**src/rtl/mmio_port_responder.sv**
```systemverilog
// MMIO responder for the processor data bus.
// It decodes a 32-byte register window that holds the output port,
// the synchronized input port, a sticky change flag, a saturating
// change counter and a control register.
// Read data is combinational, so a single-cycle core can finish a load
// in the same cycle it issues it.
module mmio_port_responder #(
  parameter logic [31:0] BASE_ADDR = 32'h1001_0100,
  parameter int          IN_WIDTH  = 8
) (
  input  logic                clk,
  input  logic                reset,
  input  logic [31:0]         Address,
  input  logic [31:0]         WriteData,
  input  logic                MemWrite,
  input  logic                MemRead,
  input  logic [IN_WIDTH-1:0] PortIn,
  output logic                Hit,
  output logic [31:0]         ReadData,
  output logic [31:0]         PortOut,
  output logic                IrqOut
);

  localparam logic [2:0] OFF_PORT_OUT = 3'd0;
  localparam logic [2:0] OFF_PORT_IN  = 3'd1;
  localparam logic [2:0] OFF_STATUS   = 3'd2;
  localparam logic [2:0] OFF_CHG_CNT  = 3'd3;
  localparam logic [2:0] OFF_CTRL     = 3'd4;

  logic [31:0]         port_out_reg;
  logic [IN_WIDTH-1:0] s1_reg;
  logic [IN_WIDTH-1:0] s2_reg;
  logic [IN_WIDTH-1:0] s3_reg;
  logic                changed_reg;
  logic [15:0]         chg_cnt_reg;
  logic                irq_en_reg;
  logic                cnt_en_reg;
  logic                irq_reg;

  logic [2:0]          reg_sel;
  logic                wr_en;
  logic                change;
  logic                count_change;
  logic [31:0]         port_in_ext;
  logic                changed_next;
  logic [15:0]         chg_cnt_next;
  logic                unused_addr_bits;

  // The window is 32-byte aligned, so a hit is a match of the upper 27 address bits.
  assign Hit          = (Address[31:5] == BASE_ADDR[31:5]);
  assign reg_sel      = Address[4:2];
  assign wr_en        = Hit & MemWrite;
  assign change       = (s2_reg != s3_reg);
  assign count_change = change & cnt_en_reg;
  // The two lowest address bits do not select anything, because all registers are word-wide.
  assign unused_addr_bits = ^Address[1:0];

  assign PortOut = port_out_reg;
  assign IrqOut  = irq_reg;

  // Zero-extend the synchronized input to bus width. This also works when IN_WIDTH is 32.
  always_comb begin
    port_in_ext                 = '0;
    port_in_ext[IN_WIDTH-1:0]   = s2_reg;
  end

  // Combinational load mux. It returns 0 unless the access is a load that hits the window.
  always_comb begin
    ReadData = '0;
    if (Hit && MemRead) begin
      case (reg_sel)
        OFF_PORT_OUT: ReadData = port_out_reg;
        OFF_PORT_IN:  ReadData = port_in_ext;
        OFF_STATUS:   ReadData = {31'd0, changed_reg};
        OFF_CHG_CNT:  ReadData = {16'd0, chg_cnt_reg};
        OFF_CTRL:     ReadData = {30'd0, cnt_en_reg, irq_en_reg};
        default:      ReadData = '0;
      endcase
    end
  end

  // Next values of the change flag and the counter.
  // A new change takes priority over a software clear on the same edge.
  always_comb begin
    changed_next = changed_reg;
    if (wr_en && reg_sel == OFF_STATUS && WriteData[0])
      changed_next = 1'b0;
    if (change)
      changed_next = 1'b1;

    chg_cnt_next = chg_cnt_reg;
    if (wr_en && reg_sel == OFF_CHG_CNT)
      chg_cnt_next = count_change ? 16'd1 : 16'd0;
    else if (count_change && chg_cnt_reg != 16'hFFFF)
      chg_cnt_next = chg_cnt_reg + 16'd1;
  end

  // Input synchronizer (s1, s2). s3 holds the previous s2 value, which is used for change detection.
  always_ff @(posedge clk or negedge reset) begin
    if (!reset) begin
      s1_reg <= '0;
      s2_reg <= '0;
      s3_reg <= '0;
    end else begin
      s1_reg <= PortIn;
      s2_reg <= s1_reg;
      s3_reg <= s2_reg;
    end
  end

  // Register file updates and the registered interrupt output.
  always_ff @(posedge clk or negedge reset) begin
    if (!reset) begin
      port_out_reg <= '0;
      changed_reg  <= 1'b0;
      chg_cnt_reg  <= '0;
      irq_en_reg   <= 1'b0;
      cnt_en_reg   <= 1'b0;
      irq_reg      <= 1'b0;
    end else begin
      if (wr_en && reg_sel == OFF_PORT_OUT)
        port_out_reg <= WriteData;
      if (wr_en && reg_sel == OFF_CTRL) begin
        irq_en_reg <= WriteData[0];
        cnt_en_reg <= WriteData[1];
      end
      changed_reg <= changed_next;
      chg_cnt_reg <= chg_cnt_next;
      irq_reg     <= changed_reg & irq_en_reg;
    end
  end

endmodule

```
**config.mk**
```make
export PLATFORM = sky130hd
export DESIGN_NAME = mmio_port_responder
export DESIGN_NICKNAME = d
export VERILOG_FILES = /design/src/rtl/mmio_port_responder.sv
export SDC_FILE = /design/constraint.sdc
export NUM_CORES = 1
export LEC_CHECK = 0
export BUFFER_PORTS_ARGS = -buffer_cell sky130_fd_sc_hd__buf_4
export CAP_MARGIN = 40
export CORE_MARGIN = 3
export CORE_UTILIZATION = 52
export DETAILED_ROUTE_END_ITERATION = 8
export PLACE_DENSITY_LB_ADDON = 0.2
export SYNTH_ARGS = -nofsm -noshare
export SYNTH_HDL_FRONTEND = slang
export SYNTH_SLANG_ARGS = --single-unit
```
**constraint.sdc**
```tcl
create_clock -name clk -period 4.6 [get_ports clk]
set_input_delay 0.23 -clock clk [delete_from_list [all_inputs] [get_ports clk]]
set_output_delay 0.23 -clock clk [all_outputs]
set_load 0.03 [all_outputs]
```
Word level (Yosys, flattened, before mapping) --
Cells that the tools add are included.
Cells by class: divide/modulo/power cells 0, multipliers 0, shift-type cells 0, eq/ne operators 7, bitwise logic cells 3, reductions and logical operators 10, add/sub/neg operators 1, magnitude comparators 0, multiplexer cells 7
Operators with widths (count):
- $pmux 32 s5 | 1
- $mux 16 | 2
- $mux 32 | 1
- $eq 27x24->1 const B | 1
- $add 16x1->16 const B | 1
- $ne 16x16->1 const B | 1
- $ne 8x8->1 | 1
- $logic_and 1x1->1 | 7
- $eq 3x2->1 const B | 2
- $reduce_bool 2->1 | 2
- $and 1x1->1 | 3
- $eq 3x1->1 const B | 1
- $eq 3x3->1 const B | 1
- $logic_not 3->1 | 1
- $mux 1 | 3
Word-level totals: bits in writable memories 0, memories kept 0, output and inout bits 66, bits in latches 0, bits in registers 76, ROM bits 0, logic and storage cells 37, input bits 76

Logic depth before layout (Yosys ltp) --
Gate-level depths: netlist of run 1.
word-level depth 6, depth in mapped cells 7

Worst setup path before layout of run 1 --
No wires, ideal clock.
path kind input port to output port, from input port Address[17], to output port ReadData[21], required time 4.370 ns, slack 2.346 ns, cell stages on the path 6, arrival 2.024 ns, cells stage by stage or4_1 > nor3_1 > nand4_1 > nor3_2 > clkbuf_1 > and2_1
Between the ends: word-level cells in the longest chain between the ends 3
RTL lines:
- start, declared | line 13 | input logic [31:0] Address,
- $eq 27x24->1 | line 50 | assign Hit = (Address[31:5] == BASE_ADDR[31:5]);
- $logic_and 1x1->1 | line 70 | if (Hit && MemRead) begin
- $mux 32 | line 70
- end, declared | line 19 | output logic [31:0] ReadData,
No other way between the ends.

Final worst setup path of run 1 --
from input port Address[17], to output port ReadData[24]
Same word-level chain as after synthesis.

==> summary.txt, run 1 <==
Outcome
  – Status: complete, no violations

Critical path
  – Critical Path, Cell by Cell: buf_4, or4_1, nor3_1, nand4_1, nor3_2, and2_1, buf_4
  – Crit path launch type: input pin
  – Worst Path Arrival: 3.04 ns
  – CP endpoint kind: primary output
  – CP peak stage delay: between 0.7 and 0.8 ns
  – Most common cell on crit path: buf_4
  – Crit path max-delay cell type: nor3_2
  – CP top delay family: simple AND/OR/NAND/NOR gates
  – Crit Path Category: in -> out
  – Critical path origin: Address[17]
  – Worst-path maximum fanout: 16
  – Crit Reg-Reg Startpoint: s2_reg[0]
  – WP data required: 4.37 ns
  – Crit path buffers/inverters: 2

Finish
  – # fillers: between 400 and 500
  – Share of cells above drive strength 1: between 30% and 40%
  – Final instance area: ~0.0050 sq mm
  – Multi-input combinational cell area: roughly 0.0016 sq mm
  – P&R area growth vs syn: 40.3%
  – Max FFs per register: 32
  – Diode count: 0
  – Register area: ~0.0019 sq mm
  – Nets: around 530

Clock tree
  – CTS tree: done
  – Worst-Skew Late Latency: ~0.35 ns
  – Total CTS buffers: 9
  – Depth of the CTS H-tree: 3
  – # clock sinks: 76
  – CTS Root Cell: clkbuf_8
  – Max Root-Sink Buffers: 2
  – CTS clk-pin slew, worst paths: 0.08 ns

Routing
  – Routed len/inst: between 15 and 20 microns
  – DR iter-0 viols: just over 200
  – Routed WL: 9.38 mm
  – DRC: 0
  – Routed vias: about 3.1k
  – Pre-antenna DRT Iters: 4
  – Via density per instance: 5.68
  – DRT antenna net count: 0

Synth
  – Syn nets: 390
  – Seq/Total Area, Yosys: 53.4%
  – Main area contributors after synthesis: dfrtp_1, mux2_1, and2_1
  – Yosys reg bits: 76
  – Synth top area share: between 50 and 60%
  – Synth top cells by count: dfrtp_1, mux2_1, nor2_1
  – EDFF count, synth: 0
  – Count leader, synth: dfrtp_1
  – Synth unique cells: 40
  – Ys flop type: dfrtp_1
  – Syn_area_per_cell: ~11 sq um
  – Yosys warnings: 0
  – Leading area contributor after synthesis: dfrtp_1
  – Synthesized instance count: between 300 and 400
  – Syn Std Cell Area: approximately 0.0036 sq mm
  – Asr flop ratio synth: between 90% and 100%

Die
  – Width of the die: around 89 microns
  – Num rows: 29
  – Die height: ~89 microns
  – Die area: between 0.007 and 0.008 sq mm
  – Starting Density: 54.8%
  – I/O Pins: between 100 and 150
  – Core Region: 0.00649 sq mm

GRT
  – Congestion Overflow GR: 0
  – Largest net degree at the start of global routing: 45
  – GRT Util Overall: about a quarter
  – First-pass GRT wire length: 14.5 mm
  – Initial antenna violation count: 0
  – Number of global-route vias before repair: between 2k and 3k

Placed design
  – GPL Wtd Cong: 0.822
  – Detailed placement HPWL: 6.71 mm
  – Buffers on Ports: about 140
  – Placed cell areas: between 0.004 and 0.005 sq mm

Power
  – VDD IR-drop max: around 0.37 mV
  – Static leakage: between 2 and 2.5 nW
  – PD cells: about 290 mW/mm^2

STA
  – Max_slew headroom: 42.6%
  – Final period util: between 70 and 80%
  – RSZ-0062 raised after global routing: no
  – Max Slew Vio Count: 0
  – Clk_skew: 0.00821 ns
  – Fmax: 0.306 GHz
  – Least-Margin Pin Slew: 0.857 ns
  – Setup violators final: 0
  – Final min period: around 3.3 ns
  – Endpoints failing hold: 0
  – Setup TNS: 0 ns

Hold path
  – Hold Crit Start: WriteData[18]
  – Min-Delay Path Class: in -> reg

Job
  – Max_cap viols: 0
[final cells by class]
type	instances	share of cell area, %
clock buffers	10	2.75
clock inverters	6	2.68
inverters	2	0.150
multi-input cells	216	31.2
flip-flops and latches	76	38.1
well taps	77	1.93
repair buffers	150	23.2
[layer usage]
metal / vias to the layer above / part of all wire [%] / track usage (%)
met2: 107 / 56 / 43.1
li1: 1429 / - / -
met1: 1504 / 37 / 29.1
met5: - / 0 / 0
met3: 12 / 5.6 / 6.05
met4: 0 / 1.2 / 6.04
[metrics by stage]
step | total power [mW] | std cells | worst slack (ns) | hold WS [ns] | util (%)
after floorplan | 0.721 | 313 | 2.35 | -0.0656 | -
after CTS | 1.47 | 537 | 1.38 | 0.0835 | 76.9
after global routing | 1.51 | 537 | 1.11 | 0.0815 | 76.9
final | 1.46 | 537 | 1.33 | 0.0951 | 76.9
after global placement | 0.784 | 511 | 1.45 | 0.332 | 71.1
after detailed placement | 0.790 | 512 | 1.32 | 0.204 | 71.4
[logic make-up (layout without fill, tap and decap cells)]
logic type	after synthesis	in the layout	share of synthesized area (%)
buffers and inverters	21	168	2.85
AO/OA/AOI/OAI	49	49	9.27
flip-flops	76	76	53.4
XOR/XNOR	8	8	1.97
multiplexers	45	45	13.9
AND/OR/NAND/NOR	113	113	18.3
adder cells (fa/ha/maj)	1	1	0.351
[power breakdown]
group,leakage [nW],internal (mW),switching [mW]
registers,0.928,0.678,0.00583
clock network,0.137,0.431,0.244
logic,1.38,0.0573,0.0406
[path summary, 6_finish.rpt]
kind	depth (start not counted)	slack (ns)	to
setup / recovery	7	1.33	ReadData[24]
hold / removal	2	0.1	PortOut[18]
setup reg to reg	5	2.46	chg_cnt_reg[0]
hold reg to reg	0	0.35	s2_reg[1]
max in group asynchronous	3	3.67	s2_reg[7]
min in group asynchronous	2	0.36	chg_cnt_reg[15]
[timing repair]
action / 4_1_cts / 5_1_grt
hold buffers: 9 / 0
endpoints found under the hold margin: 40 / 0
setup buffers: 0 / 0
resized for setup: 0 / 0
[placed cells by master (no fill, tap or decap), types with 6 or more instances in the layout]
| cell | instances |
|---|---|
| nand4_1 | 6 |
| mux2i_1 | 9 |
| buf_4 | 140 |
| dfrtp_1 | 76 |
| a22oi_1 | 8 |
| nor2_1 | 23 |
| or4_1 | 14 |
| clkbuf_8 | 10 |
| xor2_1 | 8 |
| o31ai_1 | 7 |
| mux2_1 | 31 |
| nand3_1 | 6 |
| a21oi_1 | 17 |
| and2_1 | 20 |
| nand2_1 | 16 |
| dlygate4sd3_1 | 9 |
No activity file was read; power rests on OpenSTA's default activity.
==> inputs of run 2 (changes only) <==
--- a/config.mk
+++ b/config.mk
@@ -5,10 +5,11 @@
 export SDC_FILE = /design/constraint.sdc
 export NUM_CORES = 1
 export LEC_CHECK = 0
+export ABC_AREA = 1
 export BUFFER_PORTS_ARGS = -buffer_cell sky130_fd_sc_hd__buf_4
 export CAP_MARGIN = 40
 export CORE_MARGIN = 3
-export CORE_UTILIZATION = 52
+export CORE_UTILIZATION = 45
 export DETAILED_ROUTE_END_ITERATION = 8
 export PLACE_DENSITY_LB_ADDON = 0.2
 export SYNTH_ARGS = -nofsm -noshare
==> constraint.sdc (replaced) <==
create_clock -name clk -period 2.7 [get_ports clk]
set_input_delay 0.135 -clock clk [delete_from_list [all_inputs] [get_ports clk]]
set_output_delay 0.135 -clock clk [all_outputs]
set_load 0.03 [all_outputs]
==> run 2 against run 1 <==
  * Hold slack lost 0.086 ns
  * Synthesized cell count is 64% higher
  * Die area is 28% higher
  * Area after synthesis is 12% higher
  * Wire length is 14% higher
  * Largest cell class unchanged
  * Combinational power is 98% higher
  * Core utilization decreased by 12 points
==> summary.txt, run 2 <==
GRT
  – Number of global-route vias before repair: roughly 3.8k
  – Initial antenna violation count: 0
  – GRT Util Overall: a little over a fifth
  – Congestion Overflow GR: 0
  – Largest net degree at the start of global routing: 65
  – First-pass GRT wire length: around 18 mm

Synth
  – Leading area contributor after synthesis: dfrtp_1
  – Synth top cells by count: nand2_1, dfrtp_1, inv_1
  – Yosys reg bits: 76
  – Syn nets: just under 600
  – Synth top area share: a little under half
  – Synth unique cells: 33
  – Main area contributors after synthesis: dfrtp_1, nand2_1, inv_1
  – Count leader, synth: nand2_1
  – Syn_area_per_cell: 7.79 sq um
  – Syn Std Cell Area: between 0.003 and 0.004 sq mm
  – Ys flop type: dfrtp_1
  – EDFF count, synth: 0
  – Asr flop ratio synth: 100%
  – Synthesized instance count: about 500
  – Yosys warnings: 0
  – Seq/Total Area, Yosys: between 40% and 50%

Die
  – I/O Pins: 142
  – Num rows: 33
  – Width of the die: around 100 microns
  – Starting Density: a little under half
  – Core Region: between 0.008 and 0.009 sq mm
  – Die area: roughly 0.01 sq mm
  – Die height: ~100 microns

Placed design
  – Buffers on Ports: ~140
  – GPL Wtd Cong: 0.944
  – Worst slack, placed: roughly 0.73 ns
  – Detailed placement HPWL: 7.73 mm
  – Placed cell areas: around 0.0051 sq mm

Critical path
  – Crit Reg-Reg Startpoint: chg_cnt_reg[0]
  – Crit path max-delay cell type: dfrtp_1
  – CP peak stage delay: 0.43 ns
  – Most common cell on crit path: nand2_1
  – Worst Path Arrival: 2.24 ns
  – Crit path launch type: register
  – Worst-path maximum fanout: 16
  – Critical Path, Cell by Cell: ha_1, nand2_1, nor2_2, nand2_1, nor2_1, nand2_1, nand3_2, nand3_1, nand2_1
  – Critical path origin: chg_cnt_reg[0]
  – CP endpoint kind: register
  – WP data required: between 2 and 3 ns
  – Crit Path Category: reg -> reg

Power
  – PnR Total Power: 2.37 mW
  – VDD IR-drop max: between 0.2 and 0.3 mV
  – PD cells: around 440 mW/mm^2
  – Static leakage: approximately 2.8 nW

Finish
  – Max FFs per register: 32
  – Diode count: 0
  – Most frequent cells in the layout: buf_4, nand2_1, dfrtp_1
  – Final instance area: ~0.0054 sq mm
  – P&R area growth vs syn: 36.0%
  – Nets: 735
  – # fillers: roughly 740
  – Commonest non-fill, non-tap cell in the layout: buf_4
  – Share of cells above drive strength 1: 27.8%

Outcome
  – Status: complete, no violations

STA
  – Final min period: approximately 2 ns
  – Setup TNS: 0 ns
  – Clk_skew: approximately 0.015 ns
  – Max Slew Vio Count: 0
  – Fin Hold WS: between 0.009 and 0.01 ns
  – Least-Margin Pin Slew: 0.710 ns
  – Endpoints failing hold: 0
  – Setup violators final: 0
  – Final period util: 73.7%
  – Fmax: between 0.5 and 0.6 GHz
  – RSZ-0062 raised after global routing: no
  – Max_slew headroom: a little over half
  – PnR worst setup slack: 0.710 ns

Routing
  – Routed vias: 3762
  – Via density per instance: between 4 and 5
  – Pre-antenna DRT Iters: 5
  – Routed WL: about 11 mm
  – DR iter-0 viols: about 230
  – DRC: 0
  – DRT antenna net count: 0
  – Routed len/inst: ~14 microns

Clock tree
  – Hold Buf Count CTS: 9
  – Post-CTS Setup Bufs: 0
  – Worst-Skew Late Latency: approximately 0.36 ns
  – CTS Root Cell: clkbuf_8
  – CTS tree: done
  – Total CTS buffers: 9
  – Depth of the CTS H-tree: 3
  – # clock sinks: between 70 and 80
  – CTS clk-pin slew, worst paths: around 0.090 ns
  – Max Root-Sink Buffers: 2
  – CTS-repair resized insts: 0

Hold path
  – Hold Crit Start: WriteData[27]
  – Min-Delay Path Class: in -> reg

Job
  – Max_cap viols: 0
## run 2: path summary, 6_finish.rpt
| path | cells past startpoint | to | slack [ns] |
|---|---|---|---|
| worst min register to register | 0 | s2_reg[6] | 0.35 |
| worst min-delay path | 3 | PortOut[27] | 0.009 |
| min in group asynchronous | 2 | irq_en_reg | 0.23 |
| max in group asynchronous | 3 | PortOut[31] | 1.90 |
| worst max-delay path | 9 | chg_cnt_reg[4] | 0.71 |
| worst max register to register | 9 | chg_cnt_reg[4] | 0.71 |
## run 2: layout make-up
type	instances	area (sq um)	share of cell area (%)
Clock inverter	7	105	1.93
Sequential cell	76	1900	35.0
Inverter	75	282	5.18
Timing Repair Buffer	151	1180	21.6
Tap cell	105	131	2.42
Multi-Input combinational cell	345	1720	31.6
Clock buffer	9	124	2.28
## run 2: cell families after synthesis
logic type / count (synthesis) / share of synthesized area [%]
buffers and inverters: 92 / 9.64
DFF: 76 / 47.6
adders and majority gates: 1 / 0.313
and+or+nand+nor: 268 / 30.2
xor gates and xnor gates: 18 / 3.94
AOI/OAI and AO/OA: 58 / 8.36
## run 2: power breakdown
group          internal (mW)  total (mW)  leakage [nW]  switching [mW]
Sequential              1.16        1.17          1.00          0.0102
Clock                  0.535        1.02         0.112           0.480
Combinational          0.104       0.194          1.70          0.0904
Total                   1.79        2.37          2.81           0.581
## run 2: metrics by stage
stage	utilization, %	instances
6_report	64.5	768
5_1_grt	64.5	768
4_1_cts	64.5	768
3_5_place_dp	60.8	743
3_3_place_gp	60.4	742
2_1_floorplan	-	513
## run 2: metal layers
layer / share of wire [%] / vias to the layer above / global-route usage [%] / wire, microns
li1: - / 1891 / - / -
met5: 0 / - / 0 / 0
met2: 49 / 134 / 37.8 / 5190
met3: 7.5 / 13 / 5.84 / 798
met1: 42 / 1724 / 26.4 / 4490
met4: 1.8 / 0 / 8.08 / 196
## run 2: critical path: cells and delay by family (launching register included)
kind | cells | cell delay [ns]
simple gates | 8 | 1.17
fa+ha+maj | 1 | 0.27
flops | 1 | 0.43
